File: config.mk
export PLATFORM = sky130hd
export DESIGN_NAME = lsu_store_buffer_unit_flat
export DESIGN_NICKNAME = d
export VERILOG_FILES = /design/src/rtl/lsu_pkg.sv /design/src/rtl/lsu_store_buffer_unit_if.sv /design/src/rtl/lsu_sb_fifo.sv /design/src/rtl/lsu_store_buffer_unit.sv /design/src/flat_wrapper.sv
export SDC_FILE = /design/constraint.sdc
export NUM_CORES = 1
export LEC_CHECK = 0
export CORE_MARGIN = 10
export CORE_UTILIZATION = 53
export CTS_BUF_LIST = sky130_fd_sc_hd__clkbuf_4 sky130_fd_sc_hd__clkbuf_8
export CTS_CLUSTER_DIAMETER = 50
export DETAILED_ROUTE_END_ITERATION = 12
export PLACE_DENSITY = 0.89
export SYNTH_ARGS = -nofsm -noshare
export SYNTH_HDL_FRONTEND = slang
export SYNTH_SLANG_ARGS = --single-unit
File: constraint.sdc
create_clock -name clk -period 10.25 [get_ports clk]
set_clock_uncertainty 0.2 [all_clocks]
set_input_delay 2.05 -clock clk [delete_from_list [all_inputs] [get_ports clk]]
set_output_delay 2.05 -clock clk [all_outputs]
set_load 0.02 [all_outputs]
File: src/rtl/lsu_pkg.sv
// Shared definitions for the LSU store-buffer slice: funct3 codes, FSM encoding,
// buffered-store payload and the lane/alignment helpers.
package lsu_pkg;

  localparam logic [2:0] F3_LB  = 3'b000;
  localparam logic [2:0] F3_LH  = 3'b001;
  localparam logic [2:0] F3_LW  = 3'b010;
  localparam logic [2:0] F3_LBU = 3'b100;
  localparam logic [2:0] F3_LHU = 3'b101;

  localparam logic [1:0] ST_IDLE      = 2'd0;
  localparam logic [1:0] ST_LOAD_WAIT = 2'd1;
  localparam logic [1:0] ST_HIT_DRAIN = 2'd2;

  typedef struct packed {
    logic [3:0]  mask;
    logic [31:0] data;
  } sb_payload_t;

  localparam int unsigned SB_PAYLOAD_W = $bits(sb_payload_t);

  function automatic logic [3:0] lane_mask(input logic [2:0] f3, input logic [1:0] off);
    case (f3[1:0])
      2'b00:   lane_mask = 4'b0001 << off;
      2'b01:   lane_mask = 4'b0011 << {off[1], 1'b0};
      default: lane_mask = 4'b1111;
    endcase
  endfunction

  function automatic logic is_misaligned(input logic [2:0] f3, input logic [1:0] off);
    case (f3[1:0])
      2'b01:   is_misaligned = off[0];
      2'b10:   is_misaligned = (off != 2'b00);
      default: is_misaligned = 1'b0;
    endcase
  endfunction

  function automatic logic [31:0] store_align(input logic [2:0] f3, input logic [31:0] wdata);
    case (f3[1:0])
      2'b00:   store_align = {4{wdata[7:0]}};
      2'b01:   store_align = {2{wdata[15:0]}};
      default: store_align = wdata;
    endcase
  endfunction

  function automatic logic [31:0] load_extend(input logic [2:0] f3, input logic [1:0] off,
                                              input logic [31:0] raw);
    logic [31:0] sh;
    sh = raw >> {off, 3'b000};
    case (f3)
      F3_LB:   load_extend = {{24{sh[7]}}, sh[7:0]};
      F3_LH:   load_extend = {{16{sh[15]}}, sh[15:0]};
      F3_LBU:  load_extend = {24'h0, sh[7:0]};
      F3_LHU:  load_extend = {16'h0, sh[15:0]};
      default: load_extend = sh;
    endcase
  endfunction

endpackage

File: src/rtl/lsu_store_buffer_unit_if.sv
// CPU-side request/response bundle of the LSU; the LSU is the slave, the CPU the master.
interface lsu_store_buffer_unit_if;
  logic        req_valid;
  logic        req_ready;
  logic        req_we;
  logic [2:0]  req_funct3;
  logic [31:0] req_addr;
  logic [31:0] req_wdata;
  logic        resp_valid;
  logic [31:0] resp_rdata;
  logic        misalign;
  logic        sb_empty;

  modport master (
    output req_valid, req_we, req_funct3, req_addr, req_wdata,
    input  req_ready, resp_valid, resp_rdata, misalign, sb_empty
  );

  modport slave (
    input  req_valid, req_we, req_funct3, req_addr, req_wdata,
    output req_ready, resp_valid, resp_rdata, misalign, sb_empty
  );
endinterface

File: src/rtl/lsu_sb_fifo.sv
// Store-buffer FIFO with a parallel word-address/lane-overlap compare against all entries.
// LSU_STORE_FWD_EN adds the youngest-overlapping-entry forwarding outputs.
module lsu_sb_fifo
  import lsu_pkg::*;
#(
  parameter int unsigned DEPTH  = 2,
  parameter int unsigned ADDR_W = 14
) (
  input  logic                       clk,
  input  logic                       rst,
  input  logic                       push,
  input  logic [ADDR_W-1:0]          push_addr,
  input  sb_payload_t                push_ent,
  input  logic                       pop,
  output logic [ADDR_W-1:0]          head_addr,
  output sb_payload_t                head_ent,
  output logic                       full,
  output logic                       empty,
  output logic [$clog2(DEPTH):0]     count,
  input  logic [ADDR_W-1:0]          cmp_addr,
  input  logic [3:0]                 cmp_mask,
`ifdef LSU_STORE_FWD_EN
  output logic                       fwd_ok,
  output logic [31:0]                fwd_data,
`else
`endif
  output logic [DEPTH-1:0]           hit_vec
);
  localparam int unsigned PTR_W = $clog2(DEPTH);

  logic [ADDR_W-1:0] addr_q [DEPTH];
  sb_payload_t       ent_q  [DEPTH];
  logic [DEPTH-1:0]  vld_q;
  logic [PTR_W-1:0]  wr_ptr, rd_ptr;

  always_ff @(posedge clk or negedge rst) begin
    if (!rst) begin
      wr_ptr <= '0;
      rd_ptr <= '0;
      count  <= '0;
      vld_q  <= '0;
    end else begin
      if (pop) begin
        vld_q[rd_ptr] <= 1'b0;
        rd_ptr        <= rd_ptr + PTR_W'(1);
      end
      if (push) begin
        vld_q[wr_ptr] <= 1'b1;
        wr_ptr        <= wr_ptr + PTR_W'(1);
      end
      case ({push, pop})
        2'b10:   count <= count + 1'b1;
        2'b01:   count <= count - 1'b1;
        default: count <= count;
      endcase
    end
  end

  always_ff @(posedge clk) begin
    if (push) begin
      addr_q[wr_ptr] <= push_addr;
      ent_q[wr_ptr]  <= push_ent;
    end
  end

  assign head_addr = addr_q[rd_ptr];
  assign head_ent  = ent_q[rd_ptr];
  assign full      = (count == ($clog2(DEPTH)+1)'(DEPTH));
  assign empty     = (count == '0);

  always_comb begin
    for (int unsigned i = 0; i < DEPTH; i++) begin
      hit_vec[i] = vld_q[i] && (addr_q[i] == cmp_addr) && ((ent_q[i].mask & cmp_mask) != 4'b0000);
    end
  end

`ifdef LSU_STORE_FWD_EN
  // Walk oldest to youngest so the last overlapping entry seen is the youngest one.
  always_comb begin
    logic [PTR_W-1:0] idx;
    idx      = '0;
    fwd_ok   = 1'b0;
    fwd_data = '0;
    for (int unsigned i = 0; i < DEPTH; i++) begin
      idx = rd_ptr + PTR_W'(i);
      if (hit_vec[idx]) begin
        fwd_ok   = ((ent_q[idx].mask & cmp_mask) == cmp_mask);
        fwd_data = ent_q[idx].data;
      end
    end
  end
`else
`endif

endmodule

File: src/rtl/lsu_store_buffer_unit.sv
// Load/store unit with posted-store FIFO in front of a 4-lane data memory.
// Build option LSU_STORE_FWD_EN: fully covered loads are answered from the store buffer.
module lsu_store_buffer_unit
  import lsu_pkg::*;
#(
  parameter int unsigned SB_DEPTH = 2,
  parameter int unsigned ADDR_W   = 14
) (
  input  logic                  clk,
  input  logic                  rst,
  lsu_store_buffer_unit_if.slave bus,
  output logic                  dm_en,
  output logic [3:0]            dm_we,
  output logic [ADDR_W-1:0]     dm_addr,
  output logic [31:0]           dm_di,
  input  logic [31:0]           dm_do
);
  localparam int unsigned CNT_W = $clog2(SB_DEPTH) + 1;

  logic [1:0]          state_q, state_d;
  logic [ADDR_W-1:0]   word_addr, head_addr;
  logic [3:0]          lmask;
  sb_payload_t         push_ent, head_ent;
  logic [SB_DEPTH-1:0] hit_vec;
  logic                full, empty;
  logic [CNT_W-1:0]    count;
  logic                misal, hit, fwd_ok, is_load, blocked_hit;
  logic                accept, st_push, ld_acc, ld_dm, drain;
  logic [31:0]         fwd_data;
  logic [2:0]          f3_q;
  logic [1:0]          off_q;
  logic                fwd_q, misalign_q;
  logic [31:0]         fwd_data_q;
  logic                unused_addr;

  assign word_addr   = bus.req_addr[ADDR_W+1:2];
  assign unused_addr = ^bus.req_addr[31:ADDR_W+2];
  assign lmask       = lane_mask(bus.req_funct3, bus.req_addr[1:0]);
  assign misal       = is_misaligned(bus.req_funct3, bus.req_addr[1:0]);
  assign hit         = |hit_vec;

  // rst gates the request path so nothing reaches DM while reset is held.
  assign is_load     = rst && bus.req_valid && !bus.req_we && !misal;
  assign blocked_hit = is_load && hit && !fwd_ok;

  assign bus.req_ready = (state_q == ST_IDLE) &&
                         (misal || (bus.req_we ? !full : !(hit && !fwd_ok)));

  assign accept   = rst && bus.req_valid && bus.req_ready;
  assign st_push  = accept && bus.req_we && !misal;
  assign ld_acc   = accept && !bus.req_we && !misal;
  assign ld_dm    = ld_acc && !fwd_ok;
  assign drain    = !empty && !ld_dm;

  assign push_ent.mask = lmask;
  assign push_ent.data = store_align(bus.req_funct3, bus.req_wdata);

  lsu_sb_fifo #(
    .DEPTH  (SB_DEPTH),
    .ADDR_W (ADDR_W)
  ) u_fifo (
    .clk       (clk),
    .rst       (rst),
    .push      (st_push),
    .push_addr (word_addr),
    .push_ent  (push_ent),
    .pop       (drain),
    .head_addr (head_addr),
    .head_ent  (head_ent),
    .full      (full),
    .empty     (empty),
    .count     (count),
    .cmp_addr  (word_addr),
    .cmp_mask  (lmask),
`ifdef LSU_STORE_FWD_EN
    .fwd_ok    (fwd_ok),
    .fwd_data  (fwd_data),
`else
`endif
    .hit_vec   (hit_vec)
  );

`ifdef LSU_STORE_FWD_EN
`else
  assign fwd_ok   = 1'b0;
  assign fwd_data = '0;
`endif

  always_comb begin
    state_d = state_q;
    case (state_q)
      ST_IDLE: begin
        if (ld_acc)           state_d = ST_LOAD_WAIT;
        else if (blocked_hit) state_d = ST_HIT_DRAIN;
      end
      ST_LOAD_WAIT:           state_d = ST_IDLE;
      ST_HIT_DRAIN: begin
        if (!blocked_hit)     state_d = ST_IDLE;
      end
      default:                state_d = ST_IDLE;
    endcase
  end

  always_ff @(posedge clk or negedge rst) begin
    if (!rst) begin
      state_q    <= ST_IDLE;
      f3_q       <= '0;
      off_q      <= '0;
      fwd_q      <= 1'b0;
      fwd_data_q <= '0;
      misalign_q <= 1'b0;
    end else begin
      state_q    <= state_d;
      misalign_q <= accept && misal;
      if (ld_acc) begin
        f3_q       <= bus.req_funct3;
        off_q      <= bus.req_addr[1:0];
        fwd_q      <= fwd_ok;
        fwd_data_q <= fwd_data;
      end
    end
  end

  assign bus.resp_valid = (state_q == ST_LOAD_WAIT);
  assign bus.resp_rdata = bus.resp_valid ? load_extend(f3_q, off_q, fwd_q ? fwd_data_q : dm_do) : '0;
  assign bus.misalign   = misalign_q;
  assign bus.sb_empty   = (count == '0) && !drain;

  assign dm_en   = ld_dm || drain;
  assign dm_we   = drain ? head_ent.mask : '0;
  assign dm_addr = ld_dm ? word_addr : (drain ? head_addr : '0);
  assign dm_di   = drain ? head_ent.data : '0;

endmodule
File: src/flat_wrapper.sv
// flat-port wrapper written by rule: the top's interface ports become plain ports
module lsu_store_buffer_unit_flat import lsu_pkg::*;
#(
  parameter int unsigned SB_DEPTH = 2,
  parameter int unsigned ADDR_W   = 14
)
  (clk, rst, dm_en, dm_we, dm_addr, dm_di, dm_do, bus_req_valid, bus_req_we, bus_req_funct3, bus_req_addr, bus_req_wdata, bus_req_ready, bus_resp_valid, bus_resp_rdata, bus_misalign, bus_sb_empty);
  lsu_store_buffer_unit_if bus_i ();
  input  logic clk;
  input  logic rst;
  output logic dm_en;
  output logic [3:0] dm_we;
  output logic [ADDR_W-1:0] dm_addr;
  output logic [31:0] dm_di;
  input  logic [31:0] dm_do;
  input wire logic [$bits(bus_i.req_valid)-1:0] bus_req_valid;
  input wire logic [$bits(bus_i.req_we)-1:0] bus_req_we;
  input wire logic [$bits(bus_i.req_funct3)-1:0] bus_req_funct3;
  input wire logic [$bits(bus_i.req_addr)-1:0] bus_req_addr;
  input wire logic [$bits(bus_i.req_wdata)-1:0] bus_req_wdata;
  output wire logic [$bits(bus_i.req_ready)-1:0] bus_req_ready;
  output wire logic [$bits(bus_i.resp_valid)-1:0] bus_resp_valid;
  output wire logic [$bits(bus_i.resp_rdata)-1:0] bus_resp_rdata;
  output wire logic [$bits(bus_i.misalign)-1:0] bus_misalign;
  output wire logic [$bits(bus_i.sb_empty)-1:0] bus_sb_empty;
  assign bus_i.req_valid = bus_req_valid;
  assign bus_i.req_we = bus_req_we;
  assign bus_i.req_funct3 = bus_req_funct3;
  assign bus_i.req_addr = bus_req_addr;
  assign bus_i.req_wdata = bus_req_wdata;
  assign bus_req_ready = bus_i.req_ready;
  assign bus_resp_valid = bus_i.resp_valid;
  assign bus_resp_rdata = bus_i.resp_rdata;
  assign bus_misalign = bus_i.misalign;
  assign bus_sb_empty = bus_i.sb_empty;
  lsu_store_buffer_unit #(.SB_DEPTH(SB_DEPTH), .ADDR_W(ADDR_W)) u_core (.clk(clk), .rst(rst), .bus(bus_i), .dm_en(dm_en), .dm_we(dm_we), .dm_addr(dm_addr), .dm_di(dm_di), .dm_do(dm_do));
endmodule
==> metrics.md <==
| Metric | Value |
|---|---|
| Status | `completed` |
| Synth warn | `0` |
| Die ar. | `16,600 um^2` |
| RD Place Congestion | `0.914` |
| P_sw | `670 uW` |
| Total gr overflow | `0` |
| Core area | `11,500 um^2` |
| Pre-CTS WS | `2.00 ns` |
| Final Hold Viols | `0` |
| Register bit total from synthesis | `114` |
| Sequential Power Share | `31.4%` |
| Root buf cell | `clkbuf_8` |
| Synth Area in Adders | `0.797%` |
| Sequential-to-total area share from yosys stat | `53.4%` |
| Synthesized Nets | `659` |
| Leading post-synthesis cells by cell area | `edfxtp_1 (48%), mux2i_1 (11%), dfrtp_1 (5.6%), xnor2_1 (4.5%), nand2_1 (4.1%)` |
| CTS resizes | `0` |
| XOR/XNOR share of the synthesized area | `4.60%` |
| I/O pins | `190` |
| RSZ-0062 raised after global routing | `no` |
| Setup TNS | `0 ns` |
| Worst Hold Class | `register to register` |
| Power density cells | `224 nW/um^2` |
| Number of synthesized flops with an enable pin | `100` |
| Synth top area share | `47.8%` |
| Max clock buf depth | `2` |
| Post-synthesis cell type count | `49` |
| Via count | `4,990` |
| Maximum clock rate | `120 MHz` |
| Number of core rows | `39` |
| Detail Route Antenna Nets | `0` |
| Final worst path period share | `81.0%` |
| Synth Flop Type | `edfxtp_1` |
| DRT iter0 DRCs | `356` |
| Final Worst Setup Slack | `1.95 ns` |
| Nets | `819` |
| H-tree Lvls | `4` |
| Worst-Margin Slew | `1.12 ns` |
| Pint | `1.24 mW` |
| Crit path DAT | `6.05 ns` |
| Netlist Area Pre-Place | `6280 um^2` |
| Detailed Route WL | `17,600 um` |
| CP Capture Type | `primary output` |
| Layout cell share with drive strength beyond 1 | `11.4%` |
| Crit-path max FO | `22` |
| Largest net degree at the start of global routing | `52` |
| GRT Util Overall | `21.1%` |
| Simple-Gate Fraction of Synth Area | `12.9%` |
| Die Wd | `129 um` |
| Max_cap viols | `0` |
| CP startpoint kind | `input port` |
| Peak VDD IR | `0.000220 V` |
| Area grow syn2layout | `35.8%` |
| Vias in the first global route | `5,109` |
| Synth Area in Compound Gates | `9.54%` |
| Antenna violations before repair | `0` |
| Core Util, Final | `74.1%` |
| Cells after synthesis | `552` |
| Comb pwr share | `42.9%` |
| HPWL after detailed placement | `12,700 um` |
| Main combinational cell family by area after synthesis | `multiplexers` |
| Final worst path period need | `8.30 ns` |
| Setup-failing EPs final | `0` |
| Leak | `3.24 nW` |
| Initial core utilization | `54.5%` |
| Diodes inserted | `0` |
| Sw Ratio | `35.1%` |
| Crit Path Class | `input port to primary output` |
| Remaining DRCs | `0` |
| CTS Buf Count | `17` |
| Die H | `129 um` |
| Insertion delay to the later sink of the worst-skew pair | `0.42 ns` |
| Clk pin slew, worst setup/hold paths | `0.06 ns` |
| DR pass1 iterations | `5` |
| Via/cell ratio | `5.75` |
| Final max-slew violation count | `0` |
| Worst path required time | `8.00 ns` |
| Synth async-reset ratio | `12.3%` |
| First-pass GRT wire length | `27,500 um` |
| Mux cell area share after synthesis | `15.1%` |
| Clock sink total | `114` |
| Syn avg cell area | `11.4 um^2` |
| Clock network power share | `25.6%` |
| Worst rel slew slack | `25.0%` |
| Pwr Total | `1.91 mW` |
| TritonCTS clock tree | `built` |
| Hold slack | `0.296 ns` |
| Buffers added on ports | `173` |
| CTS Hold Bufs | `0` |
| Post-CTS setup buffer count | `0` |
| Post-synth top area cell | `edfxtp_1` |
| WL/cell | `20.2 um` |
==> per-layer routing <==
layer | GRT usage, % | vias up | wire length [um]
met5 | 0 | - | 0
met4 | 6.62 | 0 | 280
met3 | 8.62 | 27 | 1940
met2 | 35.5 | 275 | 8650
met1 | 24.0 | 2378 | 6690
li1 | - | 2310 | -
==> sequential cells by signal, summed over array words and instances (netlist names) <==
register / count
u_core.off_q: 2
u_core.u_fifo.wr_ptr: 1
u_core.bus.misalign: 1
u_core.u_fifo.rd_ptr: 1
u_core.f3_q: 3
u_core.u_fifo.count: 2
u_core.state_q: 2
u_core.u_fifo.vld_q: 2
u_core.u_fifo.addr_q: 28
u_core.u_fifo.ent_q: 72
==> through the flow <==
stage,instances,area (um^2)
floorplan,552,6280
global placement,836,8060
detailed placement,836,8060
CTS,868,8530
global route,868,8530
finish,868,8530
==> final cells by class <==
type                            instances  area (um^2)
Clock buffer                           20          269
Tap cell                              143          179
Clock inverter                         12          204
Fill cell                             763         2990
Timing Repair Buffer                  178         1770
Multi-Input combinational cell        392         2720
Inverter                                9         33.8
Sequential cell                       114         3350
==> cells in the final DEF, fill, tap and decap left out, types with 2 or more instances in the layout <==
cell type | netlist | final
nand3_1 | 2 | 2
nand2b_1 | 3 | 3
nor2b_1 | 9 | 9
clkdlybuf4s50_1 | 0 | 173
nand2_1 | 69 | 69
nor2_2 | 19 | 19
nand4_1 | 6 | 6
nor3_1 | 2 | 2
a22o_1 | 8 | 8
a21oi_1 | 19 | 19
clkinv_2 | 0 | 2
nor2_1 | 56 | 55
o21a_1 | 8 | 8
mux2i_1 | 72 | 72
o21ai_0 | 17 | 17
mux2_4 | 10 | 10
clkbuf_8 | 0 | 19
bufinv_16 | 0 | 5
a211oi_1 | 17 | 17
mux2_1 | 3 | 3
xnor2_1 | 32 | 32
a221oi_1 | 2 | 2
mux2_2 | 4 | 4
dfrtp_1 | 14 | 13
clkinv_4 | 0 | 4
edfxtp_1 | 100 | 100
or2_2 | 3 | 3
buf_4 | 0 | 5
ha_1 | 4 | 4
inv_1 | 8 | 8
a22oi_1 | 8 | 8
==> cell usage after synthesis, types with 6 or more instances <==
master	count
a22oi_1	8
o21a_1	8
xnor2_1	32
clkbuf_1	21
dfrtp_1	14
nor2b_1	9
a21oi_1	19
nand2_1	69
a22o_1	8
buf_2	8
nor2_2	19
inv_1	8
o21ai_0	17
a211oi_1	17
edfxtp_1	100
nor2_1	56
mux2i_1	72
mux2_4	10
nand4_1	6
==> power by group through the flow <==
stage	registers (mW)	logic [mW]	clock network (mW)
floorplan	0.573	0.532	0
global placement	0.605	0.808	0
detailed placement	0.608	0.819	0
CTS	0.599	0.826	0.495
global route	0.605	0.876	0.514
finish	0.600	0.819	0.489
==> critical path, cell delays in order <==
cell and delay (ns):
clkdlybuf4s50_1 0.44, inv_1 0.11, ha_1 0.69, or2_1 0.50, a221oi_1 0.17, nor2_1 0.23, o22ai_2 0.17, o21ai_4 0.58
buf_4 0.42, nor2_1 0.10, clkdlybuf4s50_1 0.56
==> path summary, 6_finish.rpt <==
| path | cells past startpoint | to | slack, ns | start |
|---|---|---|---|---|
| min | 1 | u_core.u_fifo.count[1] | 0.30 | u_core.u_fifo.count[1] |
| max in group asynchronous | 1 | u_core.u_fifo.rd_ptr | 7.58 | rst |
| max | 11 | dm_di[0] | 1.95 | bus_req_funct3[0] |
| min reg2reg | 1 | u_core.u_fifo.count[1] | 0.30 | u_core.u_fifo.count[1] |
| min in group asynchronous | 1 | u_core.bus.misalign | 1.82 | rst |
| max reg2reg | 9 | u_core.u_fifo.count[1] | 7.40 | u_core.state_q[0] |
==> cells by family (layout without fill, tap and decap cells) <==
logic type / after synthesis / in the layout
and+or+nand+nor: 178 / 178
DFF: 114 / 114
muxes: 89 / 89
AOI/OAI and AO/OA: 88 / 88
buffers and inverters: 46 / 219
xor gates and xnor gates: 33 / 33
adders and majority gates: 4 / 4
No activity file was read; power rests on OpenSTA's default activity.
